[src/rtl/vga_frame_reader.sv]
`default_nettype none
// ============================================================================
// Module      : vga_frame_reader
// Description : 640x480@60 VGA timing generator that reads pixels from a
//               1-cycle-latency BRAM and drives aligned RGB/sync/DE pins.
// Revision    : 1.0 - initial release
// ============================================================================
module vga_frame_reader #(
  parameter int H_ACTIVE = 640,
  parameter int H_FP     = 16,
  parameter int H_SYNC   = 96,
  parameter int H_BP     = 48,
  parameter int V_ACTIVE = 480,
  parameter int V_FP     = 10,
  parameter int V_SYNC   = 2,
  parameter int V_BP     = 33,
  parameter int WIDTH    = 12,
  parameter int DEPTH    = H_ACTIVE * V_ACTIVE
) (
  input  logic                     i_clk,
  input  logic                     i_rst,
  input  logic                     i_en,
  output logic                     o_rd,
  output logic [$clog2(DEPTH)-1:0] o_rd_addr,
  input  logic [WIDTH-1:0]         i_bram_data,
  output logic [3:0]               o_vga_r,
  output logic [3:0]               o_vga_g,
  output logic [3:0]               o_vga_b,
  output logic                     o_hsync,
  output logic                     o_vsync,
  output logic                     o_de,
  output logic                     o_frame_start
);

  localparam int H_TOTAL  = H_ACTIVE + H_FP + H_SYNC + H_BP;
  localparam int V_TOTAL  = V_ACTIVE + V_FP + V_SYNC + V_BP;
  localparam int HS_START = H_ACTIVE + H_FP;
  localparam int HS_END   = HS_START + H_SYNC;
  localparam int VS_START = V_ACTIVE + V_FP;
  localparam int VS_END   = VS_START + V_SYNC;
  localparam int AW       = $clog2(DEPTH);
  localparam int HW       = $clog2(H_TOTAL);
  localparam int VW       = $clog2(V_TOTAL);

  logic [HW-1:0] r_h_cnt;
  logic [VW-1:0] r_v_cnt;
  logic [AW-1:0] r_pix;

  logic w_h_last;
  logic w_v_last;
  logic w_active;
  logic w_hs_on;
  logic w_vs_on;
  logic w_first;

  // stage 1
  logic          r_rd;
  logic [AW-1:0] r_rd_addr;
  logic          r_de1;
  logic          r_hs1;
  logic          r_vs1;
  logic          r_fs1;
  // stage 2
  logic          r_rgb_en2;
  logic          r_de2;
  logic          r_hs2;
  logic          r_vs2;
  logic          r_fs2;
  // stage 3
  logic [3:0]    r_vga_r;
  logic [3:0]    r_vga_g;
  logic [3:0]    r_vga_b;
  logic          r_de3;
  logic          r_hs3;
  logic          r_vs3;
  logic          r_fs3;

  assign w_h_last = (r_h_cnt == HW'(H_TOTAL - 1));
  assign w_v_last = (r_v_cnt == VW'(V_TOTAL - 1));
  assign w_active = (r_h_cnt < HW'(H_ACTIVE)) && (r_v_cnt < VW'(V_ACTIVE));
  assign w_hs_on  = (r_h_cnt >= HW'(HS_START)) && (r_h_cnt < HW'(HS_END));
  assign w_vs_on  = (r_v_cnt >= VW'(VS_START)) && (r_v_cnt < VW'(VS_END));
  assign w_first  = (r_h_cnt == '0) && (r_v_cnt == '0);

  always_ff @(posedge i_clk or posedge i_rst) begin
    if (i_rst) begin
      r_h_cnt <= '0;
      r_v_cnt <= '0;
    end else if (w_h_last) begin
      r_h_cnt <= '0;
      r_v_cnt <= w_v_last ? '0 : r_v_cnt + VW'(1);
    end else begin
      r_h_cnt <= r_h_cnt + HW'(1);
    end
  end

  // Running pixel index: advances on every active pixel regardless of i_en,
  // so screen position and address never drift apart.
  always_ff @(posedge i_clk or posedge i_rst) begin
    if (i_rst) begin
      r_pix <= '0;
    end else if (w_h_last && w_v_last) begin
      r_pix <= '0;
    end else if (w_active) begin
      r_pix <= (r_pix == AW'(DEPTH - 1)) ? '0 : r_pix + AW'(1);
    end
  end

  always_ff @(posedge i_clk or posedge i_rst) begin
    if (i_rst) begin
      r_rd      <= 1'b0;
      r_rd_addr <= '0;
      r_de1     <= 1'b0;
      r_hs1     <= 1'b1;
      r_vs1     <= 1'b1;
      r_fs1     <= 1'b0;
    end else begin
      r_rd  <= w_active && i_en;
      r_de1 <= w_active;
      r_hs1 <= ~w_hs_on;
      r_vs1 <= ~w_vs_on;
      r_fs1 <= w_first;
      if (w_active) begin
        r_rd_addr <= r_pix;
      end
    end
  end

  // Stage 2 matches the BRAM read latency for the side-band signals.
  always_ff @(posedge i_clk or posedge i_rst) begin
    if (i_rst) begin
      r_rgb_en2 <= 1'b0;
      r_de2     <= 1'b0;
      r_hs2     <= 1'b1;
      r_vs2     <= 1'b1;
      r_fs2     <= 1'b0;
    end else begin
      r_rgb_en2 <= r_rd;
      r_de2     <= r_de1;
      r_hs2     <= r_hs1;
      r_vs2     <= r_vs1;
      r_fs2     <= r_fs1;
    end
  end

  always_ff @(posedge i_clk or posedge i_rst) begin
    if (i_rst) begin
      r_vga_r <= '0;
      r_vga_g <= '0;
      r_vga_b <= '0;
      r_de3   <= 1'b0;
      r_hs3   <= 1'b1;
      r_vs3   <= 1'b1;
      r_fs3   <= 1'b0;
    end else begin
      r_vga_r <= r_rgb_en2 ? i_bram_data[11:8] : 4'd0;
      r_vga_g <= r_rgb_en2 ? i_bram_data[7:4]  : 4'd0;
      r_vga_b <= r_rgb_en2 ? i_bram_data[3:0]  : 4'd0;
      r_de3   <= r_de2;
      r_hs3   <= r_hs2;
      r_vs3   <= r_vs2;
      r_fs3   <= r_fs2;
    end
  end

  assign o_rd          = r_rd;
  assign o_rd_addr     = r_rd_addr;
  assign o_vga_r       = r_vga_r;
  assign o_vga_g       = r_vga_g;
  assign o_vga_b       = r_vga_b;
  assign o_hsync       = r_hs3;
  assign o_vsync       = r_vs3;
  assign o_de          = r_de3;
  assign o_frame_start = r_fs3;

endmodule
`default_nettype wire

[config.mk]
export PLATFORM = sky130hd
export DESIGN_NAME = vga_frame_reader
export DESIGN_NICKNAME = d
export VERILOG_FILES = /design/src/rtl/vga_frame_reader.sv
export SDC_FILE = /design/constraint.sdc
export NUM_CORES = 1
export LEC_CHECK = 0
export CORE_MARGIN = 1
export CORE_UTILIZATION = 51
export CTS_BUF_LIST = sky130_fd_sc_hd__clkbuf_16
export CTS_CLUSTER_SIZE = 8
export DETAILED_ROUTE_END_ITERATION = 8
export PLACE_DENSITY = 0.81
export SETUP_SLACK_MARGIN = 0.3
export SLEW_MARGIN = 0
export SYNTH_ARGS = -nofsm -noshare
export SYNTH_HDL_FRONTEND = slang
export SYNTH_SLANG_ARGS = --single-unit
[constraint.sdc]
create_clock -name i_clk -period 2.6 [get_ports i_clk]
set_input_delay 0.26 -clock i_clk [delete_from_list [all_inputs] [get_ports i_clk]]
set_output_delay 0.26 -clock i_clk [all_outputs]
set_load 0.01 [all_outputs]
* Word-level counts from Yosys, hierarchy flattened *
Cells that the tools add are included.

word-level totals
  register bits after elaboration = 84
  output and inout port bits = 36
  input port bits = 15
  word-level logic and storage cells = 52

operators by class
  reduce and logical (&&, ||, !) cells = 9
  bitwise gates (word level) = 2
  muxes and demuxes = 8
  add/sub/neg operators = 3
  equal/unequal tests = 3
  magnitude comparators = 6

operators with widths
  operator                                                                count
  19-bit two-way mux                                                      3
  10-bit by 1-bit adder with 10-bit output, second input constant         2
  10-bit equality test, second input constant                             2
  10-bit zero test                                                        2
  10-bit < comparator, second input constant                              2
  10-bit by 9-bit < comparator with 1-bit output, second input constant   2
  10-bit two-way mux                                                      2
  19-bit by 1-bit adder with 19-bit output, second input constant         1
  19-bit equality test, second input constant                             1
  4-bit two-way mux                                                       3
  10-bit >= comparator, second input constant                             1
  10-bit by 9-bit >= comparator with 1-bit output, second input constant  1
  1-bit logical AND                                                       6
  1-bit NOT                                                               2
  2-bit nonzero test                                                      1

* Longest topological paths before layout *
Gate-level depths: netlist (run 1).

  word-level depth = 4
  gate-level depth with buffers = 9
  depth with buffers taken out = 7

* Worst setup path after synthesis (run 1) *
Ideal clock, no wire load.

  kind = reg-to-reg
  start point = register r_v_cnt[4]
  end point = register r_pix[14]
  cell stages (with the launch flop) = 6
  path buffers = 0
  setup time = 121 ps
  clock period less this slack = 1906 ps
  setup slack = 694 ps
  data required time = 2479 ps
  arrival time = 1785 ps
  path through = dfrtp_1 -> or4_4 -> nor4_4 -> a21oi_2 -> a21o_1 -> a22o_1

between the ends
  word-level cells in the longest chain between the ends = 3
  elaborated cells between the ends (all ways) = 6
  those cells by class = 1 x order compare; 1 x eq/ne; 1 x mux; 3 x reduce/logical

ends and longest elaborated chain
  what                                                                                    RTL line  RTL
  start: declaration                                                                      46        logic [VW-1:0] r_v_cnt;
  start signal: assignment                                                                91        r_v_cnt <= w_v_last ? '0 : r_v_cnt + VW'(1);
  10-bit by 9-bit < comparator with 1-bit output or 10-bit equality test (tied branches)  80, 79
  1-bit logical AND (on tied branches)                                                    80, 102
  2-bit nonzero test (no source line) or 19-bit two-way mux (tied branches)               n/a
  end signal: assignment                                                                  105       r_pix <= (r_pix == AW'(DEPTH - 1)) ? '0 : r_pix + AW'(1);
  end: declaration                                                                        47        logic [AW-1:0] r_pix;

Several ways; a longest one is shown, not always the timed one.
A chain may end at the register's enable or synchronous reset.

* Final worst setup path (run 1) *
  start point = register r_v_cnt[8]
  end point = register r_pix[17]

Same word-level chain as after synthesis.

==> impl_metrics.yaml, run 1 <==
cts:
  cts_buffers: 9
  clk_latency_ps: 340
  path_clk_slew_ps: 60
  cts_htree_levels: 3
  ctsHoldBuffers: 0
  cts_root_buf: "clkbuf_16"
  cts_tree: "yes"
  cts_buffer_depth: 2
  cts.sinks: 84
placed_design:
  portBuffers: 50
  place_ws_ps: 274.1
  dp.cells: 483
  globalplace.congestion: 0.9046
  dp_hpwl_um: 4833
timing:
  hold_ws_ps: 300.7
  period_minus_slack_ps: 2204
  drv_slew: 0
  rsz0062_at_grt: "no"
  setup_ws_ps: 396.1
  tightest_slew_ps: 548.2
  clock_skew_ps: 4.992
  fin_tns_setup_ps: 0
  max_slew_margin_pct: 63.15
  max_clock_freq_ghz: 0.4537
  hold_viol_final: 0
  setup_viol: 0
  period_share_pct: 84.77
global_routing:
  overflow: 0
  grt_pass1_wl_um: 12360
  grt_use_total_pct: 21.88
  antenna_found_initial: 0
  grt_max_degree: 52
  grt_pass1_vias: 2565
critical_path:
  reg2reg_from: "r_v_cnt[8]"
  crit_path_max_fanout: 25
  r2r_end: "r_pix[17]"
  startpoint_type: "flop"
  worst_ep_required_time_ps: 2820
  reg2reg_depth: 7
  worst_setup_path_end_kind: "flop"
  worstSetupPathType: "reg -> reg"
  rrSetupSlack_ps: 400
  cp.arrival_ps: 2420
routing:
  drtAntennaViolNets: 0
  drc_errors: 0
  via_per_inst: 5.513
  wirelength_um: 7525
  num_vias: 2795
  drt_iter0_drc: 184
  wl_per_cell_um: 14.84
  firstDrtPassIters: 4
status:
  status: "finished clean"
synth:
  synth_seq_cells: 84
  ys_warn_count: 0
  synth_top_area_share_pct: 53.92
  synth.largest_area_cell: "dfrtp_1"
  netlist_instances: 346
  yosys-top-cells-area: "dfrtp_1 54%, nand2_1 8.4%, dfstp_2 4.4%"
  ys_seq_area_share_pct: 58.28
  synth_edf_count: 0
  synth_area_per_cell_sq_um: 10.46
  synth_cell_types: 46
  synthesis.area_sq_um: 3620
  postSynth.asyncResetShare_pct: 100.0
  synth_ff_type: "dfrtp_1"
  synth_fp_nets: 366
floorplan:
  rows: 30
  dieArea_sq_um: 7438
  core-area_sq_um: 6832
  die_height_um: 86.25
  initial_core_util_pct: 52.99
  dieWidth_um: 86.25
  io_pins: 51
layout:
  fin_cells: 507
  antenna_cells: 0
  mostFrequentLayoutCells: "81 x nand2_1, 78 x dfrtp_1, 50 x clkdlybuf4s50_1"
  fillers: 533
  layout.nets: 426
  final_common_cell: "nand2_1"
  drive_gt1_share_pct: 10.95
  syn_to_final_growth_pct: 26.30
worst_hold_path:
  min_path_type: "in -> async"
power:
  p_leak_nw: 2.109
  power_density_nw_per_um2: 555.3
  p_sw_share_pct: 21.40
  total_power_mw: 2.539
  pwr-share-comb_pct: 3.3
  power_frac_seq_pct: 52.1
  power.share.clock_pct: 44.6
  internal_power_mw: 1.996
  p_switching_mw: 0.5432
  peakVddDrop_mv: 0.4011
job:
  drv_cap: 0
## routing by layer
layer,vias up,track usage [%],share of wire (%),wire (um)
met4,0,10.91,2.1,155
li1,1311,-,-,-
met3,15,4.762,5.2,389
met1,1374,30.06,44,3322
met2,95,33.12,49,3658
met5,-,0,0,0
## power groups by stage
stage               combinational (mW)  sequential (mW)  clock [mW]
global placement                0.0849             1.35           0
CTS                             0.0863             1.32        1.14
detailed placement              0.0860             1.35           0
finish                          0.0835             1.32        1.13
floorplan                       0.0271             1.35           0
global route                    0.0937             1.32        1.21
## flip-flops by register name (all words and copies together), names as in the netlist, 4 cells and up
| name | cells |
|---|---|
| o_rd_addr | 19 |
| r_pix | 19 |
| r_h_cnt | 10 |
| r_v_cnt | 10 |
| o_vga_b | 4 |
| o_vga_g | 4 |
| o_vga_r | 4 |
## worst max path at each step
stage	slack, ps	from	end
floorplan	690	r_v_cnt[4]	r_pix[14]
global placement	410	r_pix[0]	r_pix[9]
detailed placement	270	r_pix[0]	r_pix[9]
CTS	330	r_pix[0]	r_pix[5]
global route	300	r_h_cnt[0]	r_v_cnt[4]
finish	400	r_v_cnt[8]	r_pix[17]
## timing repair
action / 4_1_cts / 5_1_grt
setup endpoints to repair: 4 / 17
resized for setup: 1 / 2
cloned: 1 / 0
setup buffers: 0 / 7
pin swaps: 0 / 1
## per-stage QoR
stage | area [sq um] | util (%)
detailed placement | 4223 | 61.81
CTS | 4503 | 65.92
global route | 4572 | 66.92
global placement | 4223 | 61.81
finish | 4572 | 66.92
floorplan | 3623 | -
## worst max-delay path: stages (launching register included)
cell	delay, ps
dfrtp_1	460
and4_4	240
or3_1	470
buf_4	270
inv_1	140
a21oi_4	90
a21o_1	200
a22o_1	230
## layout make-up
type / instances / area [sq um] / share of cell area [%]
flip-flops and latches: 84 / 2110 / 46.14
repair buffers: 63 / 610.6 / 13.36
clock inverters: 7 / 36.28 / 0.7937
well taps: 96 / 120.1 / 2.627
inverters: 12 / 48.80 / 1.067
multi-input cells: 236 / 1421 / 31.09
clock buffers: 9 / 225.2 / 4.926
## kinds of logic (layout without fill, tap and decap cells)
kind of cell               count (synthesis)  in the layout  share of synthesized area (%)
buffers and inverters                     27             91                          3.422
muxes                                      2              2                         0.5531
adders and majority gates                  5              5                          1.728
and+or+nand+nor                          163            163                          22.99
AOI/OAI and AO/OA                         52             53                          9.886
DFF                                       84             84                          58.28
xor gates and xnor gates                  13             13                          3.146
## synth_stat cells, types with 2 or more instances
cell type and number:
dfstp_2 6, o21ai_0 11, buf_4 2, nand2_1 81, clkbuf_1 6, or4_1 2
a21o_1 6, dfrtp_1 78, or3_1 2, nor4b_1 2, a21oi_1 7, nand3_1 17
nor4_1 4, xor2_1 6, nor3_1 5, a31oi_1 11, and4_1 2, nand4_1 5
ha_1 5, nor2_1 15, buf_2 5, inv_1 12, o31ai_1 2, nand4b_1 2
mux2i_1 2, and2_1 14, a22o_1 8, nor4_4 2, and3_1 3, xnor2_1 7
Note: power is estimated with default switching activity, not from simulation.
==> inputs of run 2 (changes only) <==
==> constraint.sdc (replaced) <==
create_clock -name i_clk -period 2.1 [get_ports i_clk]
set_input_delay 0.21 -clock i_clk [delete_from_list [all_inputs] [get_ports i_clk]]
set_output_delay 0.21 -clock i_clk [all_outputs]
set_load 0.01 [all_outputs]
==> impl_metrics.yaml, run 2 (synthesis results as in run 1) <==
layout:
  layout.nets: 452
  fin_area_sq_um: 4965
  post-route-util_pct: 72.67
  final_common_cell: "nand2_1"
  drive_gt1_share_pct: 20.59
  mostFrequentLayoutCells: "80 x nand2_1, 74 x dfrtp_1, 50 x clkdlybuf4s50_1"
  syn_to_final_growth_pct: 37.16
  fillers: 456
  fin_cells: 533
  antenna_cells: 0
timing:
  max_slew_margin_pct: 69.05
  period_minus_slack_ps: 1924
  max_clock_freq_ghz: 0.5198
  period_share_pct: 91.61
  setup_viol: 0
  clock_skew_ps: 8.568
  drv_slew: 0
  hold_viol_final: 0
  rsz0062_at_grt: "yes"
  fin_tns_setup_ps: 0
  tightest_slew_ps: 463.3
cts:
  cts_htree_levels: 3
  cts_buffer_depth: 2
  cts_root_buf: "clkbuf_16"
  clk_latency_ps: 350
  cts_tree: "yes"
  cts.sinks: 84
  cts_buffers: 9
  path_clk_slew_ps: 70
critical_path:
  reg2reg_from: "r_v_cnt[7]"
  worst_ep_required_time_ps: 2310
  cp.arrival_ps: 2140
  r2r_end: "r_v_cnt[2]"
  worstSetupPathType: "reg -> reg"
  crit_path_max_fanout: 4
  critPathBufInv: 3
  crit_chain: "or4_4, nor4_4, buf_6, buf_4, buf_6, o21ai_0, nand2_1, o21ai_1"
  worst_path_largest_cell_delay_ps: 590
  startpoint_type: "flop"
  reg2reg_depth: 8
  worst_setup_path_end_kind: "flop"
  crit_family: "simple AND/OR/NAND/NOR gates"
  cp.depth: 8
  rrSetupSlack_ps: 180
  crit_path_top_delay_cell: "or4_4"
  cpMostUsedCell: "buf_6"
placed_design:
  portBuffers: 50
  dp.cells: 495
  globalplace.congestion: 0.8302
  dp_hpwl_um: 4948
  place_area_sq_um: 4340
floorplan:
  io_pins: 51
  dieWidth_um: 86.25
  initial_core_util_pct: 52.99
  rows: 30
  core-area_sq_um: 6832
  dieArea_sq_um: 7438
  die_height_um: 86.25
global_routing:
  grt_pass1_wl_um: 13210
  grt_max_degree: 36
  overflow: 0
  grt_pass1_vias: 2771
  grt_use_total_pct: 23.12
  antenna_found_initial: 0
status:
  status: "finished clean"
power:
  total_power_mw: 3.385
  p_leak_nw: 2.324
  peakVddDrop_mv: 0.5925
  power_density_nw_per_um2: 681.9
routing:
  firstDrtPassIters: 5
  drtAntennaViolNets: 0
  via_per_inst: 5.523
  drc_errors: 0
  num_vias: 2944
  wl_per_cell_um: 16.35
  wirelength_um: 8717
  drt_iter0_drc: 188
worst_hold_path:
  min_path_type: "in -> async"
job:
  drv_cap: 0
[run 2: power by group]
group	internal [mW]	leakage [nW]	switching, mW	total, mW
logic	0.0576	1.10	0.0502	0.108
registers	1.63	1.08	0.00588	1.64
clock network	0.942	0.152	0.698	1.64
[run 2: worst register-to-register path, stage by stage, from the launching register on]
cell and delay (ps):
dfrtp_1 430, or4_4 590, nor4_4 170, buf_6 170, buf_4 110, buf_6 80, o21ai_0 80, nand2_1 90
o21ai_1 90
[run 2: metrics by stage]
step / worst slack (ps) / hold WS (ps)
floorplan: 206.2 / 331.2
global placement: 204.8 / 331.5
detailed placement: 157.0 / 334.7
CTS: 239.2 / 248.0
global route: 3.878 / 276.8
finish: 176.1 / 231.9
[run 2: final cells by class]
class	instances	area [sq um]	share of cell area, %
clock inverter	7	85.08	1.714
multi-input combinational	236	1505	30.32
inverter	12	48.80	0.9829
timing repair buffer	89	865.8	17.44
sequential	84	2115	42.59
clock buffer	9	225.2	4.536
tap	96	120.1	2.419
[run 2: worst max-delay path by stage]
stage,start,end
2_1_floorplan,r_pix[0],r_pix[6]
3_3_place_gp,r_pix[12],r_pix[14]
3_5_place_dp,r_v_cnt[7],r_pix[7]
4_1_cts,r_v_cnt[7],r_pix[17]
5_1_grt,r_h_cnt[6],r_v_cnt[8]
6_report,r_v_cnt[7],r_v_cnt[2]
[run 2: layer usage]
| metal | track usage, % | share of wire, % | vias up |
|---|---|---|---|
| li1 | - | - | 1368 |
| met1 | 30.69 | 41 | 1417 |
| met2 | 38.10 | 51 | 140 |
| met3 | 4.095 | 6.9 | 19 |
| met4 | 8.939 | 1.9 | 0 |
| met5 | 0 | 0 | - |
[run 2: what timing repair did]
item	CTS	global route
endpoints found under the setup margin	23	42
resized for setup	19	12
pin swaps	4	8
endpoints found under the hold margin	0	0
buffers inserted	11	9
cloned	1	1
hold buffers	0	0
==> inputs of run 3 (changes only) <==
--- a/config.mk
+++ b/config.mk
@@ -7,9 +7,10 @@
 export LEC_CHECK = 0
 export CORE_MARGIN = 1
 export CORE_UTILIZATION = 51
-export CTS_BUF_LIST = sky130_fd_sc_hd__clkbuf_16
+export CTS_BUF_LIST = sky130_fd_sc_hd__clkbuf_4 sky130_fd_sc_hd__clkbuf_8
 export CTS_CLUSTER_SIZE = 8
 export DETAILED_ROUTE_END_ITERATION = 8
+export GPL_TIMING_DRIVEN = 0
 export PLACE_DENSITY = 0.81
 export SETUP_SLACK_MARGIN = 0.3
 export SLEW_MARGIN = 0
==> impl_metrics.yaml, run 3 (synthesis results as in run 1) <==
status:
  status: "complete, but fails checks"
  violations: "negative setup slack"
layout:
  antenna_cells: 0
  layout.nets: 477
  fillers: 391
  syn_to_final_growth_pct: 43.80
  drive_gt1_share_pct: 28.14
  fin_area_sq_um: 5205
  mostFrequentLayoutCells: "74 x dfrtp_1, 70 x nand2_1, 50 x clkdlybuf4s50_1"
  post-route-util_pct: 76.19
  final_common_cell: "dfrtp_1"
timing:
  setup_viol: 1
  hold_ws_ps: 337.7
  period_share_pct: 100.9
  period_minus_slack_ps: 2118
  clock_skew_ps: 14.06
  tightest_slew_ps: 743.3
  hold_viol_final: 0
  max_slew_margin_pct: 50.34
  setup_ws_ps: -18.41
  drv_slew: 0
  max_clock_freq_ghz: 0.4721
  rsz0062_at_grt: "yes"
placed_design:
  place_ws_ps: -37.07
  portBuffers: 50
  globalplace.congestion: 0.8693
  dp_hpwl_um: 5031
  place_area_sq_um: 4307
cts:
  cts_htree_levels: 3
  ctsHoldBuffers: 0
  cts_buffer_depth: 2
  cts.sinks: 84
  clk_latency_ps: 370
  cts_buffers: 9
  path_clk_slew_ps: 90
  cts_root_buf: "clkbuf_8"
  cts_tree: "yes"
power:
  internal_power_mw: 2.410
  power_density_nw_per_um2: 594.2
  power_frac_seq_pct: 52.9
  p_leak_nw: 2.436
  power.share.clock_pct: 43.4
  pwr-share-comb_pct: 3.7
  p_switching_mw: 0.6828
  total_power_mw: 3.093
  peakVddDrop_mv: 0.4307
  p_sw_share_pct: 22.08
critical_path:
  rrSetupSlack_ps: -20
  cpMostUsedCell: "buf_6"
  worst_setup_path_end_kind: "flop"
  crit_chain: "buf_6, o21a_1, or3_4, buf_6, a31oi_4, buf_6, a41oi_2, a31oi_1"
  worst_ep_required_time_ps: 2360
  critPathBufInv: 3
  startpoint_type: "flop"
  crit_family: "compound AO/OA/AOI/OAI gates"
  crit_path_max_fanout: 8
  cp.arrival_ps: 2380
  worstSetupPathType: "reg -> reg"
  crit_path_top_delay_cell: "dfrtp_1"
  worst_path_largest_cell_delay_ps: 400
floorplan:
  core-area_sq_um: 6832
  initial_core_util_pct: 52.99
  dieArea_sq_um: 7438
  io_pins: 51
  rows: 30
  dieWidth_um: 86.25
  die_height_um: 86.25
global_routing:
  antenna_found_initial: 0
  overflow: 0
  grt_max_degree: 35
  grt_pass1_vias: 2919
  grt_use_total_pct: 25.75
  grt_pass1_wl_um: 14510
routing:
  drc_errors: 0
  wirelength_um: 10660
  num_vias: 3286
  via_per_inst: 5.889
  wl_per_cell_um: 19.11
  drtAntennaViolNets: 0
  firstDrtPassIters: 5
  drt_iter0_drc: 438
job:
  drv_cap: 0
worst_hold_path:
  min_path_type: "in -> async"
==> run 3: cell count changes in the layout (fill, tap and decap cells not counted), sizes merged <==
cell	previous run	this run
buf	38	58
clkbuf	10	17
inv	13	10
clkinv	4	2
clkinvlp	1	3
bufinv	1	2
==> run 3: metal layers <==
layer	vias up	wire length, um	global-route usage (%)	part of all wire (%)
met3	58	861	4.762	8.1
met5	-	0	0	0
li1	1405	-	-	-
met2	241	5292	42.21	50
met4	0	434	14.39	4.1
met1	1582	4076	32.42	38
==> run 3: power by group through the flow <==
| stage | clock [mW] | sequential [mW] | combinational [mW] |
|---|---|---|---|
| after floorplan | 0 | 1.67 | 0.0335 |
| after global placement | 0 | 1.67 | 0.101 |
| after detailed placement | 0 | 1.67 | 0.115 |
| after CTS | 1.32 | 1.63 | 0.116 |
| after global routing | 1.41 | 1.64 | 0.126 |
| final | 1.34 | 1.64 | 0.115 |
==> run 3: worst reg2reg max path, stage by stage (launching register included) <==
cell and delay (ps):
dfrtp_1 400, buf_6 120, o21a_1 170, or3_4 320
buf_6 140, a31oi_4 310, buf_6 200, a41oi_2 120
a31oi_1 230
==> run 3: path summary, 6_finish.rpt <==
check	startpoint	end	depth (start not counted)
max	r_h_cnt[7]	r_pix[16]	8
min	i_rst	o_vga_g[3]	2
max reg2reg	r_h_cnt[7]	r_pix[16]	8
min reg2reg	r_hs2	o_hsync	0
max in group asynchronous	i_rst	o_vsync	4
min in group i_clk	r_hs2	o_hsync	0
==> run 3: through the flow <==
stage          std cells  TNS [ps]
6_report             558    -18.41
5_1_grt              558    -211.9
4_1_cts              534         0
3_5_place_dp         494    -97.93
3_3_place_gp         492    -43.18
2_1_floorplan        346         0
==> run 3: area by class of cell <==
type / count / area, sq um / area share, %
Sequential cell: 84 / 2115 / 40.63
Multi-Input combinational cell: 236 / 1593 / 30.60
Timing Repair Buffer: 99 / 968.4 / 18.61
Clock buffer: 11 / 145.1 / 2.788
Buffer: 15 / 126.4 / 2.428
Tap cell: 96 / 120.1 / 2.308
Clock inverter: 5 / 85.08 / 1.635
Inverter: 12 / 52.55 / 1.010
==> run 3: timing repair <==
item,CTS,global route
endpoints found under the hold margin,0,0
endpoints found under the setup margin,52,47
cloned,4,1
resized for setup,33,51
buffers inserted,20,23
pin swaps,5,28
